==> src/rtl/uart_cmd_pkg.sv <==
// Shared types, command codes and parameter defaults for the UART command sender.
// Command encoding is a pure function of debounced buttons plus the obstacle flag.
package uart_cmd_pkg;

    typedef enum logic [1:0] {
        ST_IDLE = 2'd0,
        ST_SEND = 2'd1,
        ST_GAP  = 2'd2
    } state_e;

    localparam logic [7:0] CMD_NONE       = 8'h00;
    localparam logic [7:0] CMD_FD         = 8'h01;
    localparam logic [7:0] CMD_FD_RIGHT   = 8'h02;
    localparam logic [7:0] CMD_RIGHT      = 8'h03;
    localparam logic [7:0] CMD_BACK_RIGHT = 8'h04;
    localparam logic [7:0] CMD_BACK       = 8'h05;
    localparam logic [7:0] CMD_BACK_LEFT  = 8'h06;
    localparam logic [7:0] CMD_LEFT       = 8'h07;
    localparam logic [7:0] CMD_FD_LEFT    = 8'h08;

    localparam int DEBOUNCE_CYCLES_DEF = 50000;
    localparam int REPEAT_CYCLES_DEF   = 5000000;

    // Inputs are active-high "pressed" flags; stop vetoes every code with a forward component.
    function automatic logic [7:0] encode_cmd(input logic fd, input logic back,
                                              input logic left, input logic right,
                                              input logic stop);
        logic [7:0] code;
        case ({fd, back, left, right})
            4'b1000: code = CMD_FD;
            4'b1001: code = CMD_FD_RIGHT;
            4'b0001: code = CMD_RIGHT;
            4'b0101: code = CMD_BACK_RIGHT;
            4'b0100: code = CMD_BACK;
            4'b0110: code = CMD_BACK_LEFT;
            4'b0010: code = CMD_LEFT;
            4'b1010: code = CMD_FD_LEFT;
            default: code = CMD_NONE;
        endcase
        if (stop && (code == CMD_FD || code == CMD_FD_RIGHT || code == CMD_FD_LEFT)) begin
            code = CMD_NONE;
        end
        return code;
    endfunction

endpackage

==> src/rtl/button_debounce.sv <==
// Two-flop synchronizer followed by a stability counter; level_o follows the
// synchronized input only after it has disagreed for DEBOUNCE_CYCLES cycles in a row.
module button_debounce
    import uart_cmd_pkg::*;
#(
    parameter int DEBOUNCE_CYCLES = DEBOUNCE_CYCLES_DEF
) (
    input  logic clock,
    input  logic reset,
    input  logic btn_i,
    output logic level_o
);

    localparam int CW = $clog2(DEBOUNCE_CYCLES + 1);

    logic [1:0]    sync_q;
    logic          level_q, level_d;
    logic [CW-1:0] cnt_q, cnt_d;

    always_ff @(posedge clock) begin
        if (reset) begin
            sync_q  <= 2'b11;
            level_q <= 1'b1;
            cnt_q   <= '0;
        end else begin
            sync_q  <= {sync_q[0], btn_i};
            level_q <= level_d;
            cnt_q   <= cnt_d;
        end
    end

    always_comb begin
        level_d = level_q;
        cnt_d   = '0;
        if (sync_q[1] != level_q) begin
            if (cnt_q == CW'(DEBOUNCE_CYCLES - 1)) begin
                level_d = sync_q[1];
            end else begin
                cnt_d = cnt_q + 1'b1;
            end
        end
    end

    assign level_o = level_q;

endmodule

==> src/rtl/uart_cmd_sender.sv <==
// Debounces four direction buttons, encodes a command byte and hands each new code to a UART.
// Define CMD_REPEAT_EN to periodically resend a held non-zero code every REPEAT_CYCLES idle cycles.
module uart_cmd_sender
    import uart_cmd_pkg::*;
#(
    parameter int DEBOUNCE_CYCLES = DEBOUNCE_CYCLES_DEF,
    parameter int REPEAT_CYCLES   = REPEAT_CYCLES_DEF
) (
    input  logic       clock,
    input  logic       reset,
    input  logic       in_fd,
    input  logic       in_back,
    input  logic       in_left,
    input  logic       in_right,
    input  logic       stop,
    input  logic       tx_done,
    output logic       tx_en,
    output logic [7:0] tx_data,
    output logic [7:0] cmd_code,
    output logic       busy
);

    if (DEBOUNCE_CYCLES < 1 || REPEAT_CYCLES < 1) begin : g_bad_param
        $error("uart_cmd_sender: DEBOUNCE_CYCLES and REPEAT_CYCLES must be >= 1");
    end

    logic deb_fd, deb_back, deb_left, deb_right;

    button_debounce #(.DEBOUNCE_CYCLES(DEBOUNCE_CYCLES)) u_db_fd (
        .clock(clock), .reset(reset), .btn_i(in_fd), .level_o(deb_fd));
    button_debounce #(.DEBOUNCE_CYCLES(DEBOUNCE_CYCLES)) u_db_back (
        .clock(clock), .reset(reset), .btn_i(in_back), .level_o(deb_back));
    button_debounce #(.DEBOUNCE_CYCLES(DEBOUNCE_CYCLES)) u_db_left (
        .clock(clock), .reset(reset), .btn_i(in_left), .level_o(deb_left));
    button_debounce #(.DEBOUNCE_CYCLES(DEBOUNCE_CYCLES)) u_db_right (
        .clock(clock), .reset(reset), .btn_i(in_right), .level_o(deb_right));

    assign cmd_code = encode_cmd(~deb_fd, ~deb_back, ~deb_left, ~deb_right, stop);

    state_e     state_q, state_d;
    logic [7:0] tx_data_q, tx_data_d;
    logic [7:0] last_q, last_d;
    logic       rpt_hit;
    logic       start;

`ifdef CMD_REPEAT_EN
    localparam int RW = $clog2(REPEAT_CYCLES + 1);
    logic [RW-1:0] rpt_q, rpt_d;

    assign rpt_hit = (cmd_code != CMD_NONE) && (cmd_code == last_q) &&
                     (rpt_q == RW'(REPEAT_CYCLES - 1));
    // Only counts idle cycles spent holding the already-sent code.
    assign rpt_d   = (state_q != ST_IDLE || cmd_code == CMD_NONE || start) ? '0 : rpt_q + 1'b1;

    always_ff @(posedge clock) begin
        if (reset) begin
            rpt_q <= '0;
        end else begin
            rpt_q <= rpt_d;
        end
    end
`else
    assign rpt_hit = 1'b0;
`endif

    assign start = (state_q == ST_IDLE) && ((cmd_code != last_q) || rpt_hit);

    always_ff @(posedge clock) begin
        if (reset) begin
            state_q   <= ST_IDLE;
            tx_data_q <= 8'h00;
            last_q    <= 8'h00;
        end else begin
            state_q   <= state_d;
            tx_data_q <= tx_data_d;
            last_q    <= last_d;
        end
    end

    always_comb begin
        state_d   = state_q;
        tx_data_d = tx_data_q;
        last_d    = last_q;
        case (state_q)
            ST_IDLE: begin
                if (start) begin
                    tx_data_d = cmd_code;
                    last_d    = cmd_code;
                    state_d   = ST_SEND;
                end
            end
            ST_SEND: begin
                if (tx_done) begin
                    state_d = ST_GAP;
                end
            end
            ST_GAP:  state_d = ST_IDLE;
            default: state_d = ST_IDLE;
        endcase
    end

    assign tx_en   = (state_q == ST_SEND);
    assign tx_data = tx_data_q;
    assign busy    = (state_q != ST_IDLE);

endmodule

==> config.mk <==
export PLATFORM = sky130hd
export DESIGN_NAME = uart_cmd_sender
export DESIGN_NICKNAME = d
export VERILOG_FILES = /design/src/rtl/uart_cmd_pkg.sv /design/src/rtl/button_debounce.sv /design/src/rtl/uart_cmd_sender.sv
export SDC_FILE = /design/constraint.sdc
export NUM_CORES = 1
export LEC_CHECK = 0
export CAP_MARGIN = 20
export CORE_MARGIN = 8
export CORE_UTILIZATION = 58
export CTS_CLUSTER_SIZE = 14
export DETAILED_ROUTE_END_ITERATION = 8
export MAX_ROUTING_LAYER = met4
export PLACE_DENSITY = 0.79
export SYNTH_ARGS = -nofsm -noshare
export SYNTH_HDL_FRONTEND = slang
export SYNTH_SLANG_ARGS = --single-unit
==> constraint.sdc <==
create_clock -name clock -period 2.5 [get_ports clock]
set_clock_uncertainty 0.15 [all_clocks]
set_input_delay 0.25 -clock clock [delete_from_list [all_inputs] [get_ports clock]]
set_output_delay 0.25 -clock clock [all_outputs]
set_load 0.01 [all_outputs]
== Word level (Yosys, flattened, before mapping) ==
Memory sizes are Yosys's and may differ from the RTL's.
Index checks and enable logic that the tools add are counted.

* Flip-flop bits (word level): 86
* Bits in read-only memories: 64
* Bits of input ports: 8
* Output and inout port bits: 18
* Word-level logic and storage cells: 62
* Memories: 1

{| class="wikitable"
|+ Memories
! name !! depth !! bits a word !! read ports !! clocked after memory_dff !! wr ports !! line !! text
|-
| (no name shown) || 16 || 4 || 1 || 0 || 0 || uart_cmd_pkg.sv:29 || <nowiki>case ({fd, back, left, right})</nowiki>
|}

* Add/subtract/negate cells: 4
* Equality and inequality tests: 15
* Muxes and demuxes: 4
* Bitwise logic cells: 8
* Reduce and logical (&&, ||, !) cells: 16

{| class="wikitable"
|+ Operators with widths
! cell !! number
|-
| $add 16x1->16 const B || 4
|-
| $eq 16x16->1 const B || 4
|-
| $reduce_and 2->1 || 6
|-
| $reduce_or 3->1 || 4
|-
| $eq 8x1->1 const B || 1
|-
| $eq 8x2->1 const B || 1
|-
| $eq 8x4->1 const B || 1
|-
| $mux 8 || 1
|-
| $ne 8x8->1 || 1
|-
| $not 1->1 || 8
|-
| $mux 2 || 2
|-
| $ne 1x1->1 || 4
|-
| $ne 2x2->1 const B || 2
|-
| $pmux 2 s2 || 1
|-
| $eq 2x1->1 const B || 1
|-
| $logic_and 1x1->1 || 2
|-
| $logic_not 2->1 || 1
|-
| $logic_or 1x1->1 || 2
|-
| $reduce_bool 2->1 || 1
|}

== Logic depth before layout (Yosys ltp) ==
Gate-level depths: netlist (run 1).
An unclocked memory read counts as a cell.

* Depth after elaboration: 11
* Depth in mapped cells: 7
* Mapped depth without buffers: 7

== Cells and area by module ==
From an unflattened synthesis (run 1), not the netlist that was laid out.

* Cells, all modules: 430
* Area, all modules: 3824.9 sq um

{| class="wikitable"
|+ By module, submodules not included
! module !! instances !! cells an instance !! area an instance (sq um) !! seq. area each (sq um)
|-
| button_debounce || 4 || 88 || 807.0 || 380.4
|-
| uart_cmd_sender || 1 || 78 || 596.8 || 120.1
|}

== Least setup slack after synthesis (run 1) ==
No wires, ideal clock.

* Kind: register to register
* Start: register u_db_right.cnt_q[10]
* End: register u_db_right.level_q (netlist: u_db_right.level_o)
* Library setup time: 0.120 ns
* Arrival: 1.764 ns
* Required time: 2.230 ns
* Setup slack: 0.467 ns
* Cell stages (with the launch flop): 5
* Buffers on the path: 0
* Clock period less this slack: 2.033 ns
* Cells stage by stage: dfxtp_1 > or4_4 > nor4_2 > or4b_4 > a211o_1

* Word-level cells in the longest chain between the ends: 2

{| class="wikitable"
|+ Ends and longest elaborated chain
! item !! line !! text
|-
| start, declared || button_debounce.sv:18 || <nowiki>logic [CW-1:0] cnt_q, cnt_d;</nowiki>
|-
| start signal, assigned || button_debounce.sv:28 || <nowiki>cnt_q <= cnt_d;</nowiki>
|-
| $eq 16x16->1 || button_debounce.sv:36 || <nowiki>if (cnt_q == CW'(DEBOUNCE_CYCLES - 1)) begin</nowiki>
|-
| $reduce_and 2->1 (no source line) || n/a ||
|-
| end signal, assigned || button_debounce.sv:27 || <nowiki>level_q <= level_d;</nowiki>
|-
| end, declared || button_debounce.sv:17 || <nowiki>logic level_q, level_d;</nowiki>
|}

No other way between the ends.
A chain may end at the register's enable or synchronous reset.

== Final worst setup path (run 1) ==
* Start: register u_db_left.level_q (netlist: u_db_left.level_o)
* End: output cmd_code[0]

* Word-level cells in the longest chain between the ends: 7
* Elaborated cells between the ends (all ways): 9
* Those cells by class: eq/ne: 3; mux: 1; bitwise: 1; reduce/logical: 3; memory: 1

{| class="wikitable"
|+ Ends and longest elaborated chain
! item !! line !! text
|-
| start, declared || button_debounce.sv:17 ||
|-
| start signal, assigned || button_debounce.sv:27 ||
|-
| $not 1->1 (*) || uart_cmd_sender.sv:38 || <nowiki>assign cmd_code = encode_cmd(~deb_fd, ~deb_back, ~deb_left, ~deb_right, stop);</nowiki>
|-
| $mem_v2 16x4 (*) || n/a ||
|-
| $eq 8x1->1 / $eq 8x2->1 (equally long branches) || uart_cmd_pkg.sv:40 || <nowiki>if (stop && (code == CMD_FD || code == CMD_FD_RIGHT || code == CMD_FD_LEFT)) begin</nowiki>
|-
| $logic_or 1x1->1 (2 in a row) || uart_cmd_pkg.sv:40 ||
|-
| $logic_and 1x1->1 || uart_cmd_pkg.sv:40 ||
|-
| $mux 8 (*) || uart_cmd_pkg.sv:40 ||
|-
| end, declared || uart_cmd_sender.sv:19 || <nowiki>output logic [7:0] cmd_code,</nowiki>
|}

Every way passes the cells marked *; elsewhere a longest branch is shown, timed or not.

==> run summary, run 1 <==
The flow ran to the end, and the final reports show no timing, DRC or antenna violations. Timing analysis after detailed placement gives a worst setup slack of 57.7 ps. Cells with a size suffix above 1 make up 9.58% of the layout. The worst path in the final design needs a cycle of 2400 ps, including I/O delays and setup. The fraction of registers with async set or reset after synthesis came out at 0%. The number of nets in the finished design is 461. The endpoint class of the critical path is an output pin. The number of antenna violations at the first check in global routing came to 0. In this run, the number of DRC markers left after iteration 0 of detailed routing was 114. The part of the power in registers is 58.8%. Port buffering added 17 buffers. The highest attainable clock frequency is 0.417 GHz. The worst hold path begins at u_db_fd.sync_q[0]. The die boundary height is 95.7 µm. Counting along the longest clock path gives a buffer depth of 2. The min-delay analysis places its worst path in the category flip-flop to flip-flop. Dividing the synthesized area by the synthesized cell count gives 8.74 µm².

The data arrival time of the critical path came out at 2000 ps. The clock tree from TritonCTS is built. The number of register bits inferred by synthesis is 82. The number of enable-type register cells in the synthesized netlist came out at 0. The residual antenna-violating net count after detailed routing is 0. The leading cell type in the layout, fill and taps excluded is nor2_1.

The clock power share came out at 38.9%. The switching fraction of total power came out at 20.5%. The number of instances in the synthesized netlist came out at 421. The final critical-path share of the clock period is 95.9%.

The tree is rooted in a clkbuf_8. The detailed-placement wirelength estimate is 4450 µm. In this run the critical register-to-register path is captured at state_q[0]. The clock transition at the registers of the reported paths came out at 80 ps. The filler cell count in the final layout came out at 514. The cell count of the worst reg-to-reg path came out at 8. The global-route usage over all layers came out at 15.3%.

The global-route wire length before repair came out at 11000 µm. During I/O placement, the number of pins put on the boundary was 26. The part of the Yosys area used for sequential elements is 44.6%. The required time of the critical path is 2100 ps.

For the pin with the worst max-slew slack, the measured transition is 519 ps. The internal power component is 1.78 mW. The average wire per cell in the routed design is 12.2 µm. The clock sink total came out at 82. The effective utilization at floorplan is 59.0%. The die covers 9150 µm². The routability congestion estimate from global placement is 0.832. The critical path starts at u_db_left.level_o. The power per cell area is 543 nW/µm². The number of buffers inserted for hold repair after clock tree synthesis came out at 0. The maximum ir drop on the vdd rail came out at 417 µV. The final cell utilization of the core is 66.2%. The H-tree level count is 3. The worst setup path is launched from a flip-flop.

The count of pins over their slew limit came out at 0. The core region is 6240 µm². For this block, the routed nets add up to 6440 µm of wire.

The number of antenna diodes in the final layout is 0. The mapped cell area is 3680 µm². The largest fanout on the critical path is 4.

The top cell types in the final layout, fill and taps aside, are nor2_1 (87), dfxtp_1 (81), xor2_1 (37). The reported max-cap violation count is 0. The total iterations of the first detailed-routing run came out at 4. The number of cells on the worst hold path is 1. The insertion delay to the later sink of the worst-skew pair is 340 ps.

The finished layout holds 526 standard cells, fillers aside. Setup violations remaining at the end of the flow were counted as 0. The number of vias after detailed routing came out at 2736. The netlist uses 49 different library cells.

In the synthesized netlist the dominant register cell turns out to be dfxtp_1. The total CTS buffers is 9. In this run the horizontal extent of the chip is 95.7 µm. Relative to the synthesized area, the layout overhead comes to 12.2%. The number of hold-slack violations in the final timing report came out at 0. The count of warnings emitted by yosys came out at 0. The number of DRC violations after detailed routing came out at 0. Hold timing on the final database bottoms out at a slack of 258 ps. The worst path setup slack after routing came out at 103 ps. For this design the total switching power over the nets is 0.459 mW.

The reg-to-reg startpoint is u_db_left.level_o. For this run the aggregate overflow at the end of global routing stands at 0. The setup slack of the worst register-to-register path is 330 ps. The largest net degree at the start of global routing came out at 17.

The class of the most critical setup path is flip-flop to output pin. Per report_power, the combinational group accounts for 2.3% of the total. The worst hold path endpoint is u_db_fd.sync_q[1].

Headroom to the max-slew limit came out at 65.4%. The ratio of routed vias to standard cells is 5.20. The number of placed instances, taps included, is 510. The number of global-route vias before repair is 2580. The number of cell rows is 29. The leakage power is 1.52 nW.
-- sequential cells by signal (all words and copies together) (netlist names), 4 cells and up --
signal	flops
last_q	4
u_db_back.cnt_q	16
u_db_fd.cnt_q	16
u_db_left.cnt_q	16
u_db_right.cnt_q	16
-- worst max-delay path, cell delays in order (launching register included) --
cell and delay (ps):
dfxtp_1 330, inv_1 60, ha_1 210, and3b_2 220, nand2b_4 170, nor4bb_4 300
nor2_1 90, dlygate4sd2_1 290
-- metrics by stage --
step / power, mW / area [µm²] / TNS [ps]
detailed placement: 1.40 / 3910 / 0
CTS: 2.27 / 4120 / 0
finish: 2.24 / 4130 / 0
global route: 2.33 / 4130 / -17.9
global placement: 1.40 / 3910 / 0
floorplan: 1.39 / 3710 / 0
-- worst max-delay path by stage --
| stage | to | slack (ps) |
|---|---|---|
| final | cmd_code[0] | 100 |
| after CTS | cmd_code[0] | 70 |
| after floorplan | u_db_right.level_o | 470 |
| after global placement | cmd_code[1] | 140 |
| after global routing | cmd_code[0] | -20 |
| after detailed placement | cmd_code[0] | 60 |
-- final cells by class --
type                    instances  area (µm²)  share of cell area [%]
well taps                      77        96.3                    2.33
inverters                      13        48.8                    1.18
clock inverters                 4        45.0                    1.09
repair buffers                 24         219                    5.30
flip-flops and latches         82        1640                    39.8
multi-input cells             316        1950                    47.2
clock buffers                  10         128                    3.09
-- cells in the mapped netlist, drive strengths merged, types with 7 or more instances --
library cell / count / area, µm²
dfxtp: 82 / 1640
xor2: 37 / 324
nand3: 21 / 105
or2: 8 / 50.1
ha: 7 / 87.6
and3: 15 / 95.1
nand4: 13 / 81.3
nor2: 87 / 327
buf: 11 / 81.3
inv: 13 / 48.8
xnor2: 24 / 210
nand2: 33 / 131
-- routing by layer --
layer  vias to the layer above  global-route usage, %  routed length [µm]
met5                         -                      -                   0
met4                         0                   7.81                 103
met3                        11                   3.07                 196
met2                        36                   25.4                3180
met1                      1254                   17.2                2960
li1                       1435                      -                   -
-- logic make-up (layout without fill, tap and decap cells) --
group | Yosys count | in the layout | share of synthesized area, %
DFF | 82 | 82 | 44.6
adders and majority gates | 7 | 7 | 2.38
buffers and inverters | 30 | 51 | 4.15
and+or+nand+nor | 220 | 220 | 30.1
xor gates and xnor gates | 61 | 61 | 14.5
AOI/OAI and AO/OA | 20 | 20 | 4.18
other | 1 | 8 | 0.102
-- power groups by stage --
stage	combinational (mW)	clock, mW	sequential [mW]
floorplan	0.0395	0	1.35
global placement	0.0473	0	1.35
detailed placement	0.0472	0	1.35
CTS	0.0513	0.904	1.32
global route	0.0585	0.954	1.32
finish	0.0527	0.872	1.32
-- timing repair --
item,in CTS,in global routing
setup endpoints to repair,3,2
gates resized for setup,11,2
hold endpoints to repair,0,0
gates cloned,0,0
buffers inserted,1,1
pin swaps,1,1
Power figures use the tool's default switching activity.
==> inputs of run 2 (changes only) <==
TNS_END_PERCENT = 10   (was default)
==> results of run 2 <==
No change in the layout: final DEF, timing and power equal those of run 1.
==> inputs of run 3 (changes only) <==
CTS_BUF_LIST = sky130_fd_sc_hd__clkbuf_4 sky130_fd_sc_hd__clkbuf_8   (was default)
==> run summary, run 3 (same netlist as run 1, synthesis figures left out) <==
The maximum buffer depth of the clock tree came out at 2 (unchanged). The met3 capacity usage during global routing is 3.07% (unchanged). The maximum ir drop on the vdd rail is 417 µV (about the same).

The number of antenna violations at the first check in global routing is 0 (unchanged). The total CTS buffers came to 9 (unchanged). The fraction of final layout cells with drive strength greater than 1 came out at 9.80% (+0.22 points). The number of top-level design ports came out at 26 (unchanged). The number of cell rows is 29 (unchanged). The ratio of routed vias to standard cells came out at 5.19 (-0.15%). The class of the most critical setup path is flip-flop to output pin.

In the layout the commonest cells are nor2_1 (87), dfxtp_1 (81), xor2_1 (37). The number of DRC violations after detailed routing was 0 (unchanged). The number of antenna repair diodes is 0 (unchanged). The area of placed instances came out at 3910 µm² (unchanged). The number of nets in the finished design came out at 461 (unchanged). The worst setup path is captured at an output pin. The power per cell area is 546 nW/µm² (+0.51%). The die boundary height is 95.7 µm (unchanged). The smallest hold slack came out at 258 ps (+0.0230 ps). The number of design-rule violations left by the first detailed-router iteration is 121 (+6.1%). The required time of the critical path is 2100 ps (about the same). The met2 usage in global routing is 25.4% (unchanged).

The global-route usage over all layers came out at 15.3% (unchanged). The synthesis-to-finish area growth came out at 12.3% (about the same). The effective utilization at floorplan came out at 59.0% (unchanged). The H-tree level count is 3 (unchanged). The floorplan core area came out at 6240 µm² (unchanged). TritonCTS built the clock tree. The insertion delay to the later sink of the worst-skew pair came to 340 ps (about the same). The worst setup path is launched from a flip-flop. The number of buffers added on ports is 17 (unchanged). The slowest cell on the critical path is dfxtp_1. The largest net degree at the start of global routing is 17 (unchanged). The routability congestion estimate from global placement came out at 0.832 (unchanged). The highest attainable clock frequency was 0.418 GHz (+0.28%). The detailed-placement wirelength estimate is 4450 µm (unchanged).

The number of vias after detailed routing is 2732 (-0.15%). The total iterations of the first detailed-routing run came out at 4 (unchanged). The tree is rooted in a clkbuf_8.

The number of hold-slack violations in the final timing report is 0 (unchanged). The worst hold path belongs to the class flip-flop to flip-flop. The instance count after placement with tap cells included was 510 (unchanged). The total die area was 9150 µm² (unchanged). The number of standard cells in the layout, taps in and fillers out is 526 (unchanged). The clock transition at the registers of the reported paths came out at 80 ps (about the same). The routing usage on met1 came out at 17.2% (unchanged). The headroom to the max-slew limit came out at 65.6% (+0.17 points). The final setup violation count is 0 (unchanged). The horizontal die dimension is 95.7 µm (unchanged). The final total power is 2.26 mW (+0.60%). The data arrival time of the critical path is 1990 ps (about the same).

The number of global-route vias before repair is 2580 (unchanged). The reported max-cap violation count is 0 (unchanged). The shortest period the worst path allows is 2390 ps (-6.80 ps).

The average wire per cell in the routed design is 12.2 µm (about the same). The library cell used most frequently in the layout, excluding fill and tap cells, is nor2_1. The slew at the pin closest to its max-slew limit is 517 ps (-2.49 ps). The residual antenna-violating net count after detailed routing is 0 (unchanged). The busiest layer in global routing is met2. The run finished with clean final reports. The count of pins over their slew limit came out at 0 (unchanged). The leakage power is 1.52 nW (+0.23%). The routed wire length came to 6440 µm (about the same). The global-route wire length before repair is 11000 µm (unchanged). The final critical-path share of the clock period came out at 95.6% (-0.27 points). The largest fanout on the critical path is 4 (unchanged).

The setup TNS after final layout is 0 ps (unchanged). The remaining global-route overflow is 0 (unchanged). Traced cell by cell, the critical path runs through inv_1 > ha_1 > and3b_2 > nand2b_4 > nor4bb_4 > nor2_1 > dlygate4sd2_1. The largest stage delay on the critical path came out at 330 ps (about the same).

The clock sink total came out at 82 (unchanged). The area of all placed cells without fillers came to 4130 µm² (about the same).
[run 3: changes by cell type in the layout (fill, tap and decap cells not counted)]
cell      before  now
clkbuf_4       0    1
clkbuf_1       1    0
[run 3: path summary, 6_finish.rpt]
path	start	slack, ps	endpoint	cells past startpoint
worst min register to register	u_db_fd.sync_q[0]	260	u_db_fd.sync_q[1]	1
worst max-delay path	u_db_left.level_o	110	cmd_code[0]	7
worst min-delay path	u_db_fd.sync_q[0]	260	u_db_fd.sync_q[1]	1
worst max register to register	u_db_left.level_o	320	state_q[0]	8
[run 3: stage by stage]
stage,setup slack (ps),utilization [%]
after CTS,74.3,66.0
after global placement,141,62.6
after floorplan,467,-
after global routing,-17.9,66.2
final,110,66.2
after detailed placement,57.7,62.6
[run 3: timing repair]
action / 4_1_cts / 5_1_grt
setup endpoints to repair: 3 / 2
gates resized for setup: 11 / 2
hold buffers: 0 / 0
pin swaps: 1 / 1
buffers inserted: 1 / 1
[run 3: metal layers]
layer	up-vias	share of wire (%)
li1	1436	-
met1	1253	46
met4	0	1.2
met2	36	50
met3	7	3.1
met5	-	0
[run 3: final cells by class]
type / instances / area [µm²]
clock inverters: 4 / 45.0
repair buffers: 24 / 219
clock buffers: 10 / 131
multi-input cells: 316 / 1950
inverters: 13 / 48.8
well taps: 77 / 96.3
flip-flops and latches: 82 / 1640
fillers: 512 / 2110
[run 3: power by group]
| group | total (mW) | switching (mW) | internal, mW |
|---|---|---|---|
| logic | 0.0527 | 0.0289 | 0.0238 |
| clock network | 0.885 | 0.428 | 0.457 |
| registers | 1.32 | 0.00429 | 1.31 |
[run 3: critical path, delay by kind of cell (launching register included)]
family	cells	cell delay (ps)
and+or+nand+nor	4	770
adders and majority gates	1	210
buffers and inverters	2	350
DFF	1	330
